### src/rtl/alu_pkg.sv
// Shared definitions for the ALU instruction path: R-type opcode, NOP word,
// instruction field slice positions and the instruction word type.
package alu_pkg;
  typedef logic [31:0] instr_t;

  localparam logic [5:0] OPCODE_RTYPE = 6'b000000;
  localparam instr_t     NOP_INSTR    = 32'h0000_0000;

  localparam int OP_MSB = 31, OP_LSB = 26;
  localparam int RS_MSB = 25, RS_LSB = 21;
  localparam int RT_MSB = 20, RT_LSB = 16;
  localparam int RD_MSB = 15, RD_LSB = 11;
  localparam int SH_MSB = 10, SH_LSB = 6;
  localparam int FN_MSB = 5,  FN_LSB = 0;

  function automatic logic is_rtype(instr_t w);
    return w[OP_MSB:OP_LSB] == OPCODE_RTYPE;
  endfunction
endpackage

### src/rtl/issue_fifo_mem.sv
// Circular storage behind the issue output slot. At most DEPTH-1 words are
// ever resident (the top keeps one in its output register), but the array is
// indexed by the full power-of-two pointer so wrap-around is a plain overflow.
module issue_fifo_mem
  import alu_pkg::*;
#(
  parameter int DEPTH = 4
) (
  input  logic   clk,
  input  logic   rst,
  input  logic   clr,
  input  logic   wr_en,
  input  instr_t wr_data,
  input  logic   rd_en,
  output instr_t rd_data
);
  localparam int PW = $clog2(DEPTH);

  logic [PW-1:0] wr_ptr_q, wr_ptr_d, rd_ptr_q, rd_ptr_d;
  instr_t        mem_q [DEPTH];
  instr_t        mem_d [DEPTH];

  // Next pointers and array contents; clear only rewinds the pointers.
  always_comb begin
    wr_ptr_d = wr_ptr_q;
    rd_ptr_d = rd_ptr_q;
    mem_d    = mem_q;
    if (clr) begin
      wr_ptr_d = '0;
      rd_ptr_d = '0;
    end else begin
      if (wr_en) begin
        mem_d[wr_ptr_q] = wr_data;
        wr_ptr_d        = wr_ptr_q + 1'b1;
      end
      if (rd_en) rd_ptr_d = rd_ptr_q + 1'b1;
    end
  end

  // Pointer registers.
  always_ff @(posedge clk) begin
    if (rst) begin
      wr_ptr_q <= '0;
      rd_ptr_q <= '0;
    end else begin
      wr_ptr_q <= wr_ptr_d;
      rd_ptr_q <= rd_ptr_d;
    end
  end

  // Data array; contents are don't-care until written so no reset.
  always_ff @(posedge clk) begin
    mem_q <= mem_d;
  end

  assign rd_data = mem_q[rd_ptr_q];
endmodule

### src/rtl/alu_instr_issue.sv
// Issue queue in front of the register-file/ALU datapath. The head entry sits
// in a registered output slot (Instruction) that only changes on an issue, so
// the datapath result stays stable until the consumer takes it.
// Optional: define ISSUE_RTYPE_FILTER_EN to accept-and-drop non-R-type words.
module alu_instr_issue
  import alu_pkg::*;
#(
  parameter int DEPTH = 4
) (
  input  logic                     clk,
  input  logic                     rst,
  input  logic                     flush,
  input  logic                     in_valid,
  output logic                     in_ready,
  input  logic [31:0]              in_instr,
  output logic [31:0]              Instruction,
  output logic                     out_valid,
  input  logic                     out_ready,
  output logic [$clog2(DEPTH):0]   count,
  output logic [7:0]               drop_count
);
  localparam int              CW   = $clog2(DEPTH) + 1;
  localparam logic [CW-1:0]   FULL = CW'(DEPTH);

  instr_t        instr_q, instr_d;
  logic          out_valid_q, out_valid_d;
  logic [CW-1:0] count_q, count_d;
  logic          keep, push, store, pop, slot_free, mem_empty;
  logic          mem_rd, mem_wr, bypass;
  instr_t        mem_rdata;

`ifdef ISSUE_RTYPE_FILTER_EN
  assign keep = is_rtype(in_instr);
`else
  assign keep = 1'b1;
`endif

  // Handshakes and routing: a stored word goes straight to the output slot
  // when the slot is (or is becoming) free and nothing older is buffered.
  always_comb begin
    in_ready  = (count_q != FULL);
    push      = in_valid && in_ready;
    store     = push && keep;
    pop       = out_valid_q && out_ready;
    slot_free = !out_valid_q || pop;
    mem_empty = (count_q == {{(CW-1){1'b0}}, out_valid_q});
    mem_rd    = slot_free && !mem_empty && !flush;
    bypass    = slot_free && mem_empty && store && !flush;
    mem_wr    = store && !bypass && !flush;
  end

  // Output slot and occupancy next-state.
  always_comb begin
    instr_d     = instr_q;
    out_valid_d = out_valid_q;
    count_d     = count_q;
    if (flush) begin
      out_valid_d = 1'b0;
      count_d     = '0;
    end else begin
      if (mem_rd) begin
        instr_d     = mem_rdata;
        out_valid_d = 1'b1;
      end else if (bypass) begin
        instr_d     = in_instr;
        out_valid_d = 1'b1;
      end else if (pop) begin
        out_valid_d = 1'b0;
      end
      if (store && !pop)      count_d = count_q + 1'b1;
      else if (!store && pop) count_d = count_q - 1'b1;
    end
  end

  // Output slot and occupancy registers.
  always_ff @(posedge clk) begin
    if (rst) begin
      instr_q     <= NOP_INSTR;
      out_valid_q <= 1'b0;
      count_q     <= '0;
    end else begin
      instr_q     <= instr_d;
      out_valid_q <= out_valid_d;
      count_q     <= count_d;
    end
  end

`ifdef ISSUE_RTYPE_FILTER_EN
  logic [7:0] drop_q, drop_d;

  // Saturating count of accepted-but-filtered words; frozen during flush.
  always_comb begin
    drop_d = drop_q;
    if (!flush && push && !keep && drop_q != 8'hFF) drop_d = drop_q + 8'd1;
  end

  // Drop counter register.
  always_ff @(posedge clk) begin
    if (rst) drop_q <= 8'd0;
    else     drop_q <= drop_d;
  end

  assign drop_count = drop_q;
`else
  assign drop_count = 8'd0;
`endif

  issue_fifo_mem #(.DEPTH(DEPTH)) u_mem (
    .clk     (clk),
    .rst     (rst),
    .clr     (flush),
    .wr_en   (mem_wr),
    .wr_data (in_instr),
    .rd_en   (mem_rd),
    .rd_data (mem_rdata)
  );

  assign Instruction = instr_q;
  assign out_valid   = out_valid_q;
  assign count       = count_q;
endmodule

### config.mk
export PLATFORM = sky130hd
export DESIGN_NAME = alu_instr_issue
export DESIGN_NICKNAME = d
export VERILOG_FILES = /design/src/rtl/alu_pkg.sv /design/src/rtl/issue_fifo_mem.sv /design/src/rtl/alu_instr_issue.sv
export SDC_FILE = /design/constraint.sdc
export NUM_CORES = 1
export LEC_CHECK = 0
export ABC_AREA = 1
export CAP_MARGIN = 0
export CORE_UTILIZATION = 51
export DETAILED_ROUTE_END_ITERATION = 16
export GPL_TIMING_DRIVEN = 0
export PLACE_DENSITY = 0.76
export SYNTH_ARGS = -nofsm -noshare
export SYNTH_HDL_FRONTEND = slang
export SYNTH_SLANG_ARGS = --single-unit
### constraint.sdc
create_clock -name clk -period 2.4 [get_ports clk]
set_input_delay 0.24 -clock clk [delete_from_list [all_inputs] [get_ports clk]]
set_output_delay 0.24 -clock clk [all_outputs]
set_load 0.1 [all_outputs]
# Word-level counts from Yosys, hierarchy flattened
# Index checks and enable logic that the tools add are counted.
# word_totals
output_inout_bits	45
word_cells	59
regBits	168
in_bits	37
# classes
reduce_logical	25
bitwise_logic	3
n_mux	13
order_cmp	3
n_addsub	4
eq_ne	2
# ops
operator	count
32-bit 2-to-1 mux	5
128-bit bitwise mux	1
32-bit binary-select mux with 2-bit select	1
32-bit demux with 2-bit select	1
1-bit logical AND	12
3-bit greater-or-equal comparator (second input constant)	2
1-bit logical NOT	6
3-bit 2-to-1 mux	2
2-bit NOT with 3-bit output	2
2-bit by 1-bit adder with 2-bit output (second input constant)	2
2-bit AND reduction	2
2-bit nonzero test	2
3-bit by 1-bit adder with 3-bit output (second input constant)	1
3-bit by 1-bit == test with 1-bit output	1
3-bit by 1-bit < comparator with 1-bit output (second input constant)	1
1-bit 2-to-1 mux	3
3-bit != test (second input constant)	1
3-bit nonzero test	1
3-bit by 1-bit subtractor with 3-bit output (second input constant)	1
2-bit OR reduction	1
1-bit logical OR	1
1-bit NOT	1

# Depth between registers and ports, before layout
# Gate-level depths: netlist of run 1.
# depth
word_depth	9
mapped_depth	11
mapped_depth_nobuf	11

# Cells and area by module
# Synthesis of run 1 repeated with hierarchy kept, for this count alone.
# hier_totals
cells_unflattened	895
hier_area_um2	7843.8
# by_module_without_submodules
mod	area_per_inst_um2	instances	seq_area_each_um2	cells_per_inst
issue_fifo_mem	5647.9	1	3923.8	538
alu_instr_issue	2195.9	1	720.7	357

# Least setup slack after synthesis of run 1
# No wires, ideal clock.
# synth_timing
kind	register to register
startpoint	register count_q[0], in the netlist count[0]
endpoint	register u_mem.mem_q[0] in the netlist's numbering, enable pin
setup_slack_ns	-1.843
t_required_ns	1.979
n_path_buf	0
t_arrival_ns	3.822
synth_period_minus_slack_ns	4.243
path_stages_with_launch	7
cell_sequence	dfxtp_1 > inv_1 > nand3_1 > nand2_1 > nor2_1 > nand2_1 > nor2_1
# synth_between
elab_chain_cells	8
elab_cells_between_ends	10
# synth_lines
element	line_no	text
from (decl)	alu_instr_issue.sv:27	logic [CW-1:0] count_q, count_d;
from (signal assigned)	alu_instr_issue.sv:84	count_q <= count_d;
3-bit != test (*)	alu_instr_issue.sv:41	in_ready = (count_q != FULL);
via in_ready	alu_instr_issue.sv:14	output logic in_ready,
1-bit logical AND (*)	alu_instr_issue.sv:42	push = in_valid && in_ready;
1-bit logical AND (2 in a row)	alu_instr_issue.sv:48	bypass = slot_free && mem_empty && store && !flush;
1-bit logical NOT	alu_instr_issue.sv:49	mem_wr = store && !bypass && !flush;
1-bit logical AND (*) (2 in a row)	alu_instr_issue.sv:49	
2-bit AND reduction (no line) (*)	--	
to (signal assigned)	issue_fifo_mem.sv:53	mem_q <= mem_d;
to (decl)	issue_fifo_mem.sv:20	instr_t mem_q [DEPTH];
# Mark *: on every way through the listed nets, which the timed path passes. The rest lies on a longest branch.
# A chain may end at the register's enable or synchronous reset.

# Final worst setup path of run 1
# layout_timing
startpoint	register count_q[0], in the netlist count[0]
endpoint	output port in_ready
# layout_between
elab_chain_cells	1
# layout_lines
element	line_no
3-bit != test	alu_instr_issue.sv:41
to (decl)	alu_instr_issue.sv:14
# Every way passes these cells.

==> impl_metrics.toml, run 1 <==
[worst_setup_path]
required_ns = 2.16
reg2reg_depth = 7
crit_slowest_cell = "clkdlybuf4s50_1"
worstSetupEndpointType = "output pin"
crit_path_start_kind = "flip-flop"
path_max_fanout = 4
crit_arrival_ns = 2.08
reg2reg_setup_slack_ns = 0.19
crit_cells = 3
worstPathCellList = "inv_1 > nand3_4 > clkdlybuf4s50_1"
cp_num_buf_inv = 2
cp_slowest_stage_delay_ns = 1.13
crit_type = "reg -> out"
path_delay_family = "buffers and inverters"

[synthesis]
ys_async_sr_fraction_pct = 0
ys.warnings.count = 0
synth_most_common_cell = "nand2_1"
syn-cell-area_um2 = 7390
synth_area_leaders = "edfxtp_1 52%, nand2_1 13%, dfxtp_1 11%"
synth_top_cell_area_share_pct = 52.0
synth_top_area_cell = "edfxtp_1"
synth_edf_count = 128
ys_types = 27
synth_seq_cells = 168
ys_seq_area_share_pct = 62.9
syn_avg_cell_area_um2 = 10.1
synthCells = 733
synthFlopType = "edfxtp_1"
synth_common_cells = "247 x nand2_1, 128 x edfxtp_1, 65 x nand3_1"

[clock_tree]
cts_buffers = 17
clkLatencyLatePin_ns = 0.42
cts.path.max_buffers = 2
path_clk_slew_ns = 0.06
clockRootBuffer = "clkbuf_16"
cts_tree = "built"
cts_max_level = 4
clock_sinks = 168

[timing]
slew_viol_final = 0
grt_setup_unrepaired = "no"
setup_violations = 0
fmax_mhz = 432
hold_viol_final = 0
fin_crit_sh_pct = 96.5
worstMarginPinSlew_ns = 1.08
skew_ns = 0.00678
layout_setup_ws_ns = 0.0835
min_period_ns = 2.32
slew_headroom_pct = 27.6
hold-worst-slack_ns = 0.498

[global_routing]
overflow = 0
grt_max_degree = 33
grt_pass1_wl_um = 25800
grt_util_all_layers_pct = 23.4
grt_pass1_vias = 5143
antenna_found_initial = 0

[final_layout]
drive_gt1_share_pct = 16.3
nNetsFinal = 875
nFillCells = 1113
multi_input_area_um2 = 2220
insertedDiodeCount = 0
regArea_um2 = 4650
area_growth_pct = 22.0

[run_status]
status = "complete, no violations"

[worst_hold_path]
hp-class = "in -> reg"
holdPathStages = 1

[pwr]
switching_share_pct = 28.7
vdd_drop_max_mv = 0.449
p_per_area_nw_per_um2 = 824
power_switching_mw = 2.13
comb_power_share_pct = 19.5
leakage_nw = 3.62
clkPwrFrac_pct = 36.4
power.share.sequential_pct = 44.1
p_int_mw = 5.30

[routing]
viasPerCell = 5.15
dr_total_vias = 5277
route.detailed.drc = 0
drtPass1Iterations = 5
totalWireLength_um = 16200
wl_per_cell_um = 15.8
drtIter0Drc = 487
ant_nets = 0

[floorplan]
die_w_um = 122
io-pin-count = 82
row_count = 43
die-area_um2 = 15000
core_um2 = 14000
start_util_pct = 52.8
die_h_um = 122

[job]
cap_violations = 0

[place]
place_ws_ns = -0.0687
portBuffers = 73
dpl.hpwl_um = 9900
gp_congestion = 0.776
==> registers in the layout, summed over array words and instances, names as in the netlist <==
name and flops:
u_mem.rd_ptr_q 2, u_mem.mem_q 128, out_valid 1, u_mem.wr_ptr_q 2, Instruction 32, count 3
==> cell families (layout without fill, tap and decap cells) <==
| logic type | Yosys count | count (layout) | share of synthesized area (%) |
|---|---|---|---|
| fa+ha+maj | 6 | 6 | 1.12 |
| buf+inv | 98 | 203 | 8.13 |
| flops | 168 | 168 | 62.9 |
| simple gates | 413 | 413 | 23.9 |
| compound gates | 47 | 47 | 3.93 |
| other cells | 1 | 8 | 0.0507 |
==> final cells by class <==
cell class	instances	area share (%)
plain buffers	46	4.50
clock buffers	22	5.04
clock inverters	10	1.40
inverters	52	2.17
multi-input cells	474	24.7
flip-flops and latches	168	51.6
well taps	180	2.50
repair buffers	73	8.11
==> layer usage <==
layer	routed length, um	global-route usage [%]	up-vias
met2	8090	39.8	176
met5	0	0	-
met1	6740	28.9	2503
met3	967	4.46	33
li1	-	-	2565
met4	371	10.6	0
==> power by group through the flow <==
stage / Sequential, mW / Combinational, mW / Clock, mW
floorplan: 3.81 / 0.601 / 0
global placement: 3.33 / 1.42 / 0
detailed placement: 3.34 / 1.44 / 0
CTS: 3.28 / 1.45 / 2.72
global route: 3.29 / 1.55 / 2.84
finish: 3.28 / 1.45 / 2.71
==> path summary, 6_finish.rpt <==
check / to / startpoint
max: in_ready / count[0]
min: u_mem.mem_q[70] / in_instr[6]
max reg2reg: u_mem.mem_q[83] / count[0]
min reg2reg: count[2] / count[2]
==> worst register-to-register path: stages (launching register included) <==
cell and delay, ns:
dfxtp_4 0.35, inv_1 0.14, nand2_1 0.12, nand2_1 0.10
nor2_2 0.05, nand2_1 0.09, nand2_4 0.11, nor2_4 0.86
==> what timing repair did <==
action	4_1_cts	5_1_grt
setup endpoints to repair	0	75
hold buffers	0	0
buffers inserted	0	0
gates resized for setup	0	2
==> placed cells by master, fill, tap and decap left out <==
| cell | synthesis | layout |
|---|---|---|
| clkbuf_1 | 6 | 10 |
| o21ai_0 | 9 | 9 |
| a21oi_1 | 5 | 5 |
| ha_1 | 5 | 5 |
| nand3_1 | 65 | 64 |
| edfxtp_1 | 128 | 128 |
| nor2_1 | 56 | 51 |
| clkbuf_16 | 0 | 17 |
| clkbuf_8 | 0 | 1 |
| o21ai_2 | 14 | 14 |
| clkinv_1 | 0 | 2 |
| buf_4 | 10 | 10 |
| nor2_2 | 22 | 23 |
| nand3_4 | 0 | 1 |
| dfxtp_4 | 0 | 2 |
| clkinv_2 | 0 | 4 |
| a21boi_0 | 1 | 1 |
| dfxtp_1 | 40 | 36 |
| buf_2 | 10 | 10 |
| buf_12 | 4 | 4 |
| inv_1 | 50 | 50 |
| nand2_4 | 2 | 3 |
| buf_6 | 14 | 14 |
| dfxtp_2 | 0 | 2 |
| buf_8 | 1 | 1 |
| clkinv_4 | 0 | 1 |
| nand2_2 | 18 | 18 |
| nand2_1 | 247 | 246 |
| inv_2 | 2 | 2 |
| o21ai_1 | 18 | 18 |
| conb_1 | 1 | 8 |
| clkdlybuf4s50_1 | 0 | 73 |
| fa_1 | 1 | 1 |
| nand3_2 | 1 | 1 |
| bufinv_16 | 0 | 3 |
| nor2_4 | 2 | 6 |
| clkbuf_2 | 1 | 1 |
==> per-stage QoR <==
| stage | utilization (%) | instances | instance area (um^2) | setup TNS, ns | power (mW) |
|---|---|---|---|---|---|
| after global placement | 60.2 | 993 | 8430 | -2.76 | 4.75 |
| after floorplan | - | 740 | 7470 | 0 | 4.42 |
| after CTS | 64.4 | 1025 | 9010 | 0 | 7.45 |
| after global routing | 64.4 | 1025 | 9010 | 0 | 7.68 |
| after detailed placement | 60.2 | 993 | 8430 | -7.08 | 4.78 |
| final | 64.4 | 1025 | 9010 | 0 | 7.43 |
(Power assumes the default switching activity.)
==> run 2, diff against run 1 <==
--- a/config.mk
+++ b/config.mk
@@ -11,6 +11,7 @@
 export DETAILED_ROUTE_END_ITERATION = 16
 export GPL_TIMING_DRIVEN = 0
 export PLACE_DENSITY = 0.76
+export SLEW_MARGIN = 20
 export SYNTH_ARGS = -nofsm -noshare
 export SYNTH_HDL_FRONTEND = slang
 export SYNTH_SLANG_ARGS = --single-unit
==> run 2 against run 1 <==
Die area unchanged. Combinational power barely moved. Wire length barely moved. Via count up 0.15%. Count of clock-buffer cells in the layout unchanged. Critical path type unchanged. Largest power group unchanged.
==> impl_metrics.toml, run 2 (synthesis gave the netlist of run 1 again) <==
[routing]
ant_nets = 0
route.detailed.drc = 0
viasPerCell = 5.15
wl_per_cell_um = 15.8
totalWireLength_um = 16200
drtPass1Iterations = 5
dr_total_vias = 5285
drtIter0Drc = 462

[job]
cap_violations = 0

[place]
dpl.hpwl_um = 9900
gp_congestion = 0.776
portBuffers = 73
place_area_um2 = 8430
dpl.cell_count = 993

[global_routing]
grt_pass1_vias = 5143
grt_util_all_layers_pct = 23.4
grt_max_degree = 33
gr-usage-met2_pct = 39.8
met3_usage_pct = 4.46
top_usage_layer = "met2"
overflow = 0
met1_usage_pct = 28.9
grt_pass1_wl_um = 25800
antenna_found_initial = 0

[final_layout]
layout_common_cells = "246 x nand2_1, 128 x edfxtp_1, 73 x clkdlybuf4s50_1"
drive_gt1_share_pct = 16.3
stdcell_area_um2 = 9030
final_common_cell = "nand2_1"
largest_register_ff_count = 128
nFillCells = 1107
area_growth_pct = 22.2
insertedDiodeCount = 0
largest_register = "u_mem.mem_q"
fin_cells = 1026
nNetsFinal = 876

[worst_setup_path]
crit_arrival_ns = 2.08
path_max_fanout = 4
crit_slowest_cell = "clkdlybuf4s50_1"
cp_slowest_stage_delay_ns = 1.13
crit_path_start_kind = "flip-flop"
crit_type = "reg -> out"
worstSetupEndpointType = "output pin"
worstPathCellList = "inv_1 > nand3_4 > clkdlybuf4s50_1"
required_ns = 2.16

[timing]
worstMarginPinSlew_ns = 1.10
hold_viol_final = 0
hold-worst-slack_ns = 0.503
fmax_mhz = 432
setup_violations = 0
slew_viol_final = 0
min_period_ns = 2.32
slew_headroom_pct = 26.8
grt_setup_unrepaired = "no"
fin_crit_sh_pct = 96.5
skew_ns = 0.00570

[clock_tree]
cts_resized = 0
clkLatencyLatePin_ns = 0.42
cts_buffers = 17
cts_hold_buf = 0
clockRootBuffer = "clkbuf_16"
path_clk_slew_ns = 0.06
cts_tree = "built"
cts_max_level = 4
cts_setup_buffers = 0
cts.path.max_buffers = 2
clock_sinks = 168

[pwr]
p_per_area_nw_per_um2 = 822
finalPower_mw = 7.43
leakage_nw = 3.63
vdd_drop_max_mv = 0.448

[floorplan]
die-area_um2 = 15000
core_um2 = 14000
die_h_um = 122
start_util_pct = 52.8
io-pin-count = 82
row_count = 43
die_w_um = 122

[run_status]
status = "complete, no violations"

[worst_hold_path]
hp-class = "in -> reg"
## run 2: cell types whose count changed in the layout (fill, tap and decap cells not counted)
| cell | delta |
|---|---|
| buf_12 | +1 |
| nor2_1 | +1 |
| nor2_2 | -1 |
## run 2: per-stage QoR
stage	setup TNS [ns]	setup WS (ns)	util, %
after floorplan	0	0.0484	-
after global placement	-2.76	-0.0408	60.2
after detailed placement	-7.08	-0.0687	60.2
after CTS	0	0.0588	64.4
after global routing	0	0.00755	64.6
final	0	0.0834	64.6
## run 2: final timing paths
| kind | start | slack [ns] | end | cells after the start |
|---|---|---|---|---|
| setup / recovery | count[0] | 0.08 | in_ready | 3 |
| hold / removal | in_instr[20] | 0.50 | u_mem.mem_q[116] | 1 |
| setup reg to reg | count[0] | 0.19 | u_mem.mem_q[83] | 6 |
| hold reg to reg | count[2] | 0.51 | count[2] | 2 |
## run 2: layer usage
| metal | vias to the layer above | share of wire (%) |
|---|---|---|
| met4 | 0 | 2.4 |
| met5 | - | 0 |
| met1 | 2508 | 41 |
| met3 | 29 | 6.0 |
| li1 | 2564 | - |
| met2 | 184 | 50 |
## run 2: report_power, final
part / total, mW / leakage [nW] / switching [mW] / internal, mW
clock: 2.70 / 0.287 / 1.05 / 1.65
sequential: 3.28 / 1.49 / 0.0461 / 3.23
combinational: 1.45 / 1.86 / 1.03 / 0.415
## run 2: final cells by class
| class | count | area [um^2] | share of cell area (%) |
|---|---|---|---|
| flip-flops and latches | 168 | 4650 | 51.5 |
| multi-input cells | 474 | 2220 | 24.6 |
| repair buffers | 74 | 751 | 8.31 |
| clock buffers | 22 | 454 | 5.03 |
| plain buffers | 46 | 405 | 4.49 |
| well taps | 180 | 225 | 2.49 |
| inverters | 52 | 195 | 2.16 |
| clock inverters | 10 | 126 | 1.40 |
## run 2: critical path: cells and delay by family, from the launching register on
kind | cells | cell delay, ns
buffers and inverters | 2 | 1.23
flip-flops | 1 | 0.36
AND/OR/NAND/NOR | 1 | 0.07
==> run 3, diff against run 2 <==
--- a/config.mk
+++ b/config.mk
@@ -11,6 +11,7 @@
 export DETAILED_ROUTE_END_ITERATION = 16
 export GPL_TIMING_DRIVEN = 0
 export PLACE_DENSITY = 0.76
+export SETUP_SLACK_MARGIN = 0.5
 export SLEW_MARGIN = 20
 export SYNTH_ARGS = -nofsm -noshare
 export SYNTH_HDL_FRONTEND = slang
==> run 3 against run 2 <==
Sequential power is essentially flat. Die area is the same. Flip-flop and latch count is the same. Sequential share of layout area grew 0.056 points. Design area is essentially flat. Setup slack gained 0.17 ns. First-iteration DRC count grew 6.5%. Critical path depth grew 4. Clock power grew 3%. Cell count is essentially flat. Worst hold slack lost 0.0081 ns. Critical path type is now reg -> reg. Highest routed layer unchanged.
==> impl_metrics.toml, run 3 (synthesis gave the netlist of run 1 again) <==
[run_status]
status = "complete, no violations"

[worst_setup_path]
crit_path_start_kind = "flip-flop"
crit_type = "reg -> reg"
required_ns = 2.44
path_max_fanout = 32
worstSetupEndpointType = "flip-flop"
crit_arrival_ns = 2.18

[final_layout]
multi_input_area_um2 = 2250
insertedDiodeCount = 0
area_growth_pct = 22.2
nNetsFinal = 877
final_common_cell = "nand2_1"
regArea_um2 = 4660
largest_register_ff_count = 128
drive_gt1_share_pct = 17.8
largest_register = "u_mem.mem_q"
nFillCells = 1068
layout_common_cells = "245 x nand2_1, 128 x edfxtp_1, 64 x nand3_1"

[pwr]
switching_share_pct = 29.2
p_per_area_nw_per_um2 = 826
vdd_drop_max_mv = 0.509
comb_power_share_pct = 18.9
p_int_mw = 5.28
clkPwrFrac_pct = 37.2
finalPower_mw = 7.46
power_switching_mw = 2.18
leakage_nw = 3.74
power.share.sequential_pct = 43.9

[floorplan]
start_util_pct = 52.8
row_count = 43
die_w_um = 122
io-pin-count = 82
die-area_um2 = 15000
core_um2 = 14000
die_h_um = 122

[timing]
setup_violations = 0
skew_ns = 0.0114
slew_headroom_pct = 26.4
fin_crit_sh_pct = 89.4
hold_viol_final = 0
grt_setup_unrepaired = "yes"
slew_viol_final = 0
fmax_mhz = 466
min_period_ns = 2.15
worstMarginPinSlew_ns = 1.10
layout_setup_ws_ns = 0.255

[routing]
ant_nets = 0
wl_per_cell_um = 16.2
drtPass1Iterations = 5
dr_total_vias = 5316
drtIter0Drc = 492
route.detailed.drc = 0
viasPerCell = 5.18
totalWireLength_um = 16700

[worst_hold_path]
hp-class = "in -> reg"

[global_routing]
gr-usage-met2_pct = 40.9
grt_pass1_wl_um = 26600
antenna_found_initial = 0
met1_usage_pct = 29.8
grt_util_all_layers_pct = 24.0
met3_usage_pct = 4.55
overflow = 0
grt_max_degree = 33
grt_pass1_vias = 5362
top_usage_layer = "met2"

[clock_tree]
cts_tree = "built"
path_clk_slew_ns = 0.06
clockRootBuffer = "clkbuf_16"
cts_max_level = 4
cts.path.max_buffers = 2
clock_sinks = 168
cts_buffers = 17
cts_setup_buffers = 0
clkLatencyLatePin_ns = 0.43

[job]
cap_violations = 0

[place]
portBuffers = 73
dpl.hpwl_um = 10200
place_ws_ns = -0.0627
gp_congestion = 0.791
## run 3: changes by cell type in the layout (fill, tap and decap cells not counted), sizes merged
| cell | change |
|---|---|
| clkinvlp | +4 |
| clkdlybuf4s15 | +5 |
| dlygate4sd2 | +30 |
| clkbuf | -1 |
| clkinv | -1 |
| clkdlybuf4s50 | -37 |
| nor2 | +2 |
| buf | -1 |
## run 3: area by class of cell
class | count | share of cell area [%]
flip-flops and latches | 168 | 51.6
clock inverters | 13 | 1.69
clock buffers | 19 | 5.02
well taps | 180 | 2.49
repair buffers | 73 | 7.57
plain buffers | 46 | 4.49
multi-input cells | 476 | 25.0
inverters | 52 | 2.19
## run 3: worst max-delay path, cell delays in order, from the launching register on
cell     delay, ns
dfxtp_4       0.36
inv_4         0.07
nand2_1       0.08
nand2_1       0.08
nor2_2        0.05
nand2_1       0.09
nand2_4       0.14
nor2_4        0.86
## run 3: layer usage
layer	part of all wire (%)	vias up
met4	1.9	0
met1	41	2491
met3	6.8	28
met2	50	227
li1	-	2570
met5	0	-
## run 3: power by group through the flow
stage / combinational, mW / clock [mW] / sequential (mW)
floorplan: 0.608 / 0 / 3.81
global placement: 1.43 / 0 / 3.33
detailed placement: 1.45 / 0 / 3.34
CTS: 1.42 / 2.79 / 3.27
global route: 1.51 / 2.90 / 3.28
finish: 1.41 / 2.77 / 3.27
## run 3: final timing paths
check / start / to / slack (ns) / depth (start not counted)
setup / recovery: count[0] / u_mem.mem_q[51] / 0.25 / 7
hold / removal: in_instr[4] / u_mem.mem_q[68] / 0.50 / 1
setup reg to reg: count[0] / u_mem.mem_q[51] / 0.25 / 7
hold reg to reg: Instruction[1] / Instruction[1] / 0.51 / 4
## run 3: through the flow
step | hold WS, ns | utilization [%] | setup TNS [ns] | cell area, um^2 | std cells
after floorplan | 0.339 | - | 0 | 7500 | 740
after global placement | 0.503 | 60.4 | -1.22 | 8450 | 993
after detailed placement | 0.510 | 60.4 | -3.12 | 8450 | 993
after CTS | 0.485 | 64.5 | 0 | 9030 | 1027
after global routing | 0.506 | 64.5 | 0 | 9030 | 1027
final | 0.495 | 64.5 | 0 | 9030 | 1027
## run 3: repair_timing
item                                    CTS  global route
hold buffers                              0             0
cloned                                    2             0
pin swaps                                 2             0
endpoints found under the setup margin  165           102
resized for setup                        40             7
==> RTL change 1 (settings of run 2) <==
The option `ISSUE_RTYPE_FILTER_EN` is turned on by a define.
--- a/src/rtl/alu_instr_issue.sv
+++ b/src/rtl/alu_instr_issue.sv
@@ -4,2 +4,4 @@
 // Optional: define ISSUE_RTYPE_FILTER_EN to accept-and-drop non-R-type words.
+`define ISSUE_RTYPE_FILTER_EN
+
 module alu_instr_issue
Behaviour: not the same (a bounded check fails within 4 cycles, from zero or initial values and one cycle with rst high).
==> RTL change 1 against run 2 <==
The flow now finishes with violations (DRC). First-iteration DRC count shrank 3.7%. Setup slack improved by 16 ps. Non-clock buffer count is 1 lower. Area after synthesis rose by 4.4%. Critical path depth decreased by 2. Wire length rose by 6.4%. Final cell count is 6.1% higher. Sequential cell count rose by 8. Sequential share of layout area decreased by 0.79 points. Final area rose by 5.1%. Highest routed layer unchanged.
Power is not compared: it rests on default switching activity, and its combinational part moved more than twofold at a synthesized area within 25%.
==> RTL change 1: results (changes against run 2) <==
status=finished, violations left; failing checks=DRC; YS warnings=0 (unchanged); critical path capture point=drop_count[6]; Via Count=5,612 (+6.2%); initial DRC count=445 (-3.7%); crit share post-route=95.9% (-0.65 points); detailed placer's ending HPWL=10,900 um (+10%); Max VDD drop=0.000507 V; Final Wtd Congestion=0.755 (-2.7%); Worst path top cell family by delay=buffers and inverters; register area share after synthesis=62.3% (-0.57 points); Final Routed Wirelength=17,200 um (+6.4%); Wirelength per Cell=15.8 um (+0.22%); clock skew=7.31 ps (+1.61 ps); Worst Hold Class=flop to flop; P_comb=348 uW; P_clk=3.00 mW; ANT cells=0 (unchanged); FFs w/ async S/R, synth=0% (unchanged); global-route wire length before repair=27,200 um (+5.4%); gr usage total=23.0% (-0.37 points); reg2reg end=u_mem.mem_q[110]$_DFFE_PP_; met1 usage=29.2% (+0.28 points); number of distinct library cells after synthesis=34 (+26%); met2 GRT Util=38.5% (-1.3 points); Synth Area per Inst=9.74 um^2 (-3.4%); reg2reg path depth=7 (+1); number of CTS-inserted buffers=17 (unchanged); pre-CTS setup slack=-459 ps (-391 ps); initial core utilization=52.7% (-0.14 points); met3 usage in global routing=4.62% (+0.16 points); layout cells sized above 1=13.1% (-3.2 points); nets@finish=936 (+6.8%); Placed Area=8820 um^2 (+4.7%); first-pass detailed-route iteration total=11 (+6); Commonest cells post-synth=190 x nor2_1, 169 x nand2_1, 128 x edfxtp_1; Synth area leaders=edfxtp_1 50%, dfxtp_1 12%, nor2_1 9.2%; CP arrival=2060 ps (-20 ps); Slew @ Worst Pin=1080 ps (-13.6 ps); crit-path max cell delay=1180 ps (+50 ps); CP Max Fanout=6 (+2); number of port buffers=81 (+11%); vias in the first global route=5,416 (+5.3%); DRC viols=4 (+4); H-Tree Depth=4 (unchanged)
[RTL change 1: what timing repair did]
action	in CTS	in global routing
resized for setup	1	6
pin swaps	1	0
setup endpoints to repair	61	97
[RTL change 1: area by class of cell]
cell class                      instances  area [um^2]
Buffer                                 38          277
Inverter                               53          201
Multi-Input combinational cell        525         2510
Clock inverter                         15          216
Clock buffer                           17          425
Tap cell                              184          230
Fill cell                            1143         5150
Timing Repair Buffer                   81          813
Sequential cell                       176         4810
[RTL change 1: cells by family after synthesis]
group | Yosys count | synth area share [%]
buffers and inverters | 91 | 6.20
adder cells (fa/ha/maj) | 7 | 1.23
AO/OA/AOI/OAI | 95 | 6.65
AND/OR/NAND/NOR | 420 | 23.3
flip-flops | 176 | 62.3
XOR/XNOR | 3 | 0.341
[RTL change 1: worst min-delay path by stage]
stage | startpoint | to | slack (ps) | depth (start not counted)
final | Instruction[28]$_SDFFE_PP0P_ | Instruction[28]$_SDFFE_PP0P_ | 470 | 2
after global routing | in_instr[14] | u_mem.mem_q[110]$_DFFE_PP_ | 480 | 1
after CTS | in_instr[15] | u_mem.mem_q[111]$_DFFE_PP_ | 460 | 1
after detailed placement | Instruction[27]$_SDFFE_PP0P_ | Instruction[27]$_SDFFE_PP0P_ | 470 | 2
after global placement | Instruction[29]$_SDFFE_PP0P_ | Instruction[29]$_SDFFE_PP0P_ | 460 | 2
after floorplan | rst | Instruction[31]$_SDFFE_PP0P_ | 300 | 1
[RTL change 1: worst min-delay path, delay by kind of cell (launching register included)]
| family | cells | cell delay, ps |
|---|---|---|
| simple gates | 1 | 70 |
| flops | 1 | 320 |
| compound gates | 1 | 40 |
[RTL change 1: per-layer routing]
metal  share of wire [%]  vias up
met4                 1.6        0
met2                  49      198
met3                 6.0       25
met5                   0        -
li1                    -     2797
met1                  43     2592
==> RTL change 2 (flow settings as in run 2) <==
Made on the original files. Put one more register stage on the output `count`, with the module's reset. The value now appears one clock later. The other outputs are not delayed to match.
--- a/src/rtl/alu_instr_issue.sv
+++ b/src/rtl/alu_instr_issue.sv
@@ -119,3 +119,9 @@
   assign out_valid   = out_valid_q;
-  assign count       = count_q;
+  always_ff @(posedge clk) begin
+    if (rst) begin
+      count <= '0;
+    end else begin
+      count <= count_q;
+    end
+  end
 endmodule
Function: changed (Yosys sat finds a counterexample within 4 cycles, from zero or initial values and one cycle with rst high).
==> RTL change 2 against run 2 <==
Final area up 0.15%. Largest power group unchanged. Largest cell class unchanged. Global-route usage down 0.12 points. Area after synthesis is 0.68% higher. Critical endpoint is now u_mem.mem_q[73]$_DFFE_PP_. Wire length up 0.25%. Setup slack improved by 100 ps. Power down 1.7%. Sequential cell count increased by 3.
==> RTL change 2: results (changes against run 2) <==
status=complete, no violations; gr usage total=23.3% (-0.12 points); ANT cells=0 (unchanged); number of CTS-inserted buffers=17 (unchanged); pin count of the biggest net entering global routing=33 (unchanged); number of distinct library cells after synthesis=28 (+3.7%); register area share after synthesis=63.2% (+0.38 points); crit-path max cell delay=860 ps (-270 ps); Slew @ Worst Pin=1090 ps (-6.03 ps); global-route wire length before repair=25,400 um (-1.6%); clock skew=9.39 ps (+3.69 ps); H-Tree Depth=4 (unchanged); latest clock arrival within the worst-skew pair=430 ps; Placed Area=8460 um^2 (+0.37%); initial DRC count=476 (+3.0%); vias in the first global route=5,081 (-1.2%); YS warnings=0 (unchanged); Max VDD drop=0.000602 V (+34%); detailed placer's ending HPWL=10,100 um (+1.9%); CP arrival=2260 ps (+180 ps); Commonest cells post-synth=247 x nand2_1, 128 x edfxtp_1, 65 x nand3_1; nets@finish=882 (+0.68%); layout cells sized above 1=15.7% (-0.58 points); Synth area leaders=edfxtp_1 52%, nand2_1 12%, dfxtp_1 12%; crit path max-delay cell type=nor2_4; number of flops mapped to enable cells by yosys=128 (unchanged); Final Wtd Congestion=0.767 (-1.2%); postcts setup bufs=0 (unchanged); Final Routed Wirelength=16,200 um (+0.25%); Pleak=3.64 nW (+0.32%); first-pass detailed-route iteration total=6 (+1); Fill cells=1,086 (-1.9%); Clock Tree Buf Depth=2 (unchanged); Via Count=5,301 (+0.30%); CP Max Fanout=32 (+28)
RTL change 2: final cells by class:
| class | instances | area [um^2] | area share, % |
|---|---|---|---|
| well taps | 180 | 225 | 2.49 |
| inverters | 52 | 195 | 2.16 |
| flip-flops and latches | 171 | 4710 | 52.0 |
| multi-input cells | 477 | 2210 | 24.5 |
| clock buffers | 23 | 478 | 5.28 |
| repair buffers | 74 | 761 | 8.41 |
| clock inverters | 9 | 70.1 | 0.775 |
| plain buffers | 46 | 397 | 4.38 |
RTL change 2: critical path, delay by kind of cell (launching register included):
family | cells | cell delay [ps]
simple gates | 5 | 1330
buf+inv | 1 | 100
flops | 1 | 380
RTL change 2: power by group:
group / switching (mW) / internal, mW
Clock: 1.05 / 1.49
Sequential: 0.0457 / 3.28
Combinational: 1.02 / 0.408
RTL change 2: cells by family (layout without fill, tap and decap cells):
group | count (synthesis) | in the layout | share of synthesized area, %
AOI/OAI and AO/OA | 47 | 47 | 3.80
adders and majority gates | 6 | 6 | 1.11
buffers and inverters | 98 | 204 | 7.95
DFF | 171 | 171 | 63.2
other | 1 | 8 | 0.0504
and+or+nand+nor | 416 | 416 | 23.8
RTL change 2: worst paths after layout:
check | slack [ps] | cells after the start | endpoint | from
setup / recovery | 180 | 6 | u_mem.mem_q[73]$_DFFE_PP_ | count_q[1]$_SDFFE_PP0P_
hold / removal | 450 | 2 | count[2]$_SDFF_PP0_ | rst
setup reg to reg | 180 | 6 | u_mem.mem_q[73]$_DFFE_PP_ | count_q[1]$_SDFFE_PP0P_
hold reg to reg | 510 | 2 | count[2]$_SDFF_PP0_ | count_q[2]$_SDFFE_PP0P_
RTL change 2: per-stage QoR:
step / worst slack, ps / hold slack [ps] / TNS (ps) / instances
final: 185 / 449 / 0 / 1032
after CTS: 20.3 / 439 / 0 / 1031
after global placement: -173 / 488 / -21100 / 999
after detailed placement: -210 / 495 / -24930 / 999
after global routing: 62.5 / 484 / 0 / 1032
after floorplan: 59.5 / 312 / 0 / 746
RTL change 2: metal layers:
metal / up-vias / global-route usage, % / routed length, um
met2: 195 / 40.3 / 8400
met5: - / 0 / 0
met3: 22 / 5.39 / 1100
li1: 2584 / - / -
met4: 0 / 8.77 / 272
met1: 2500 / 28.1 / 6440
RTL change 2: what timing repair did:
| item | 4_1_cts | 5_1_grt |
|---|---|---|
| resized for setup | 0 | 4 |
| endpoints found under the hold margin | 0 | 0 |
| endpoints found under the setup margin | 0 | 97 |
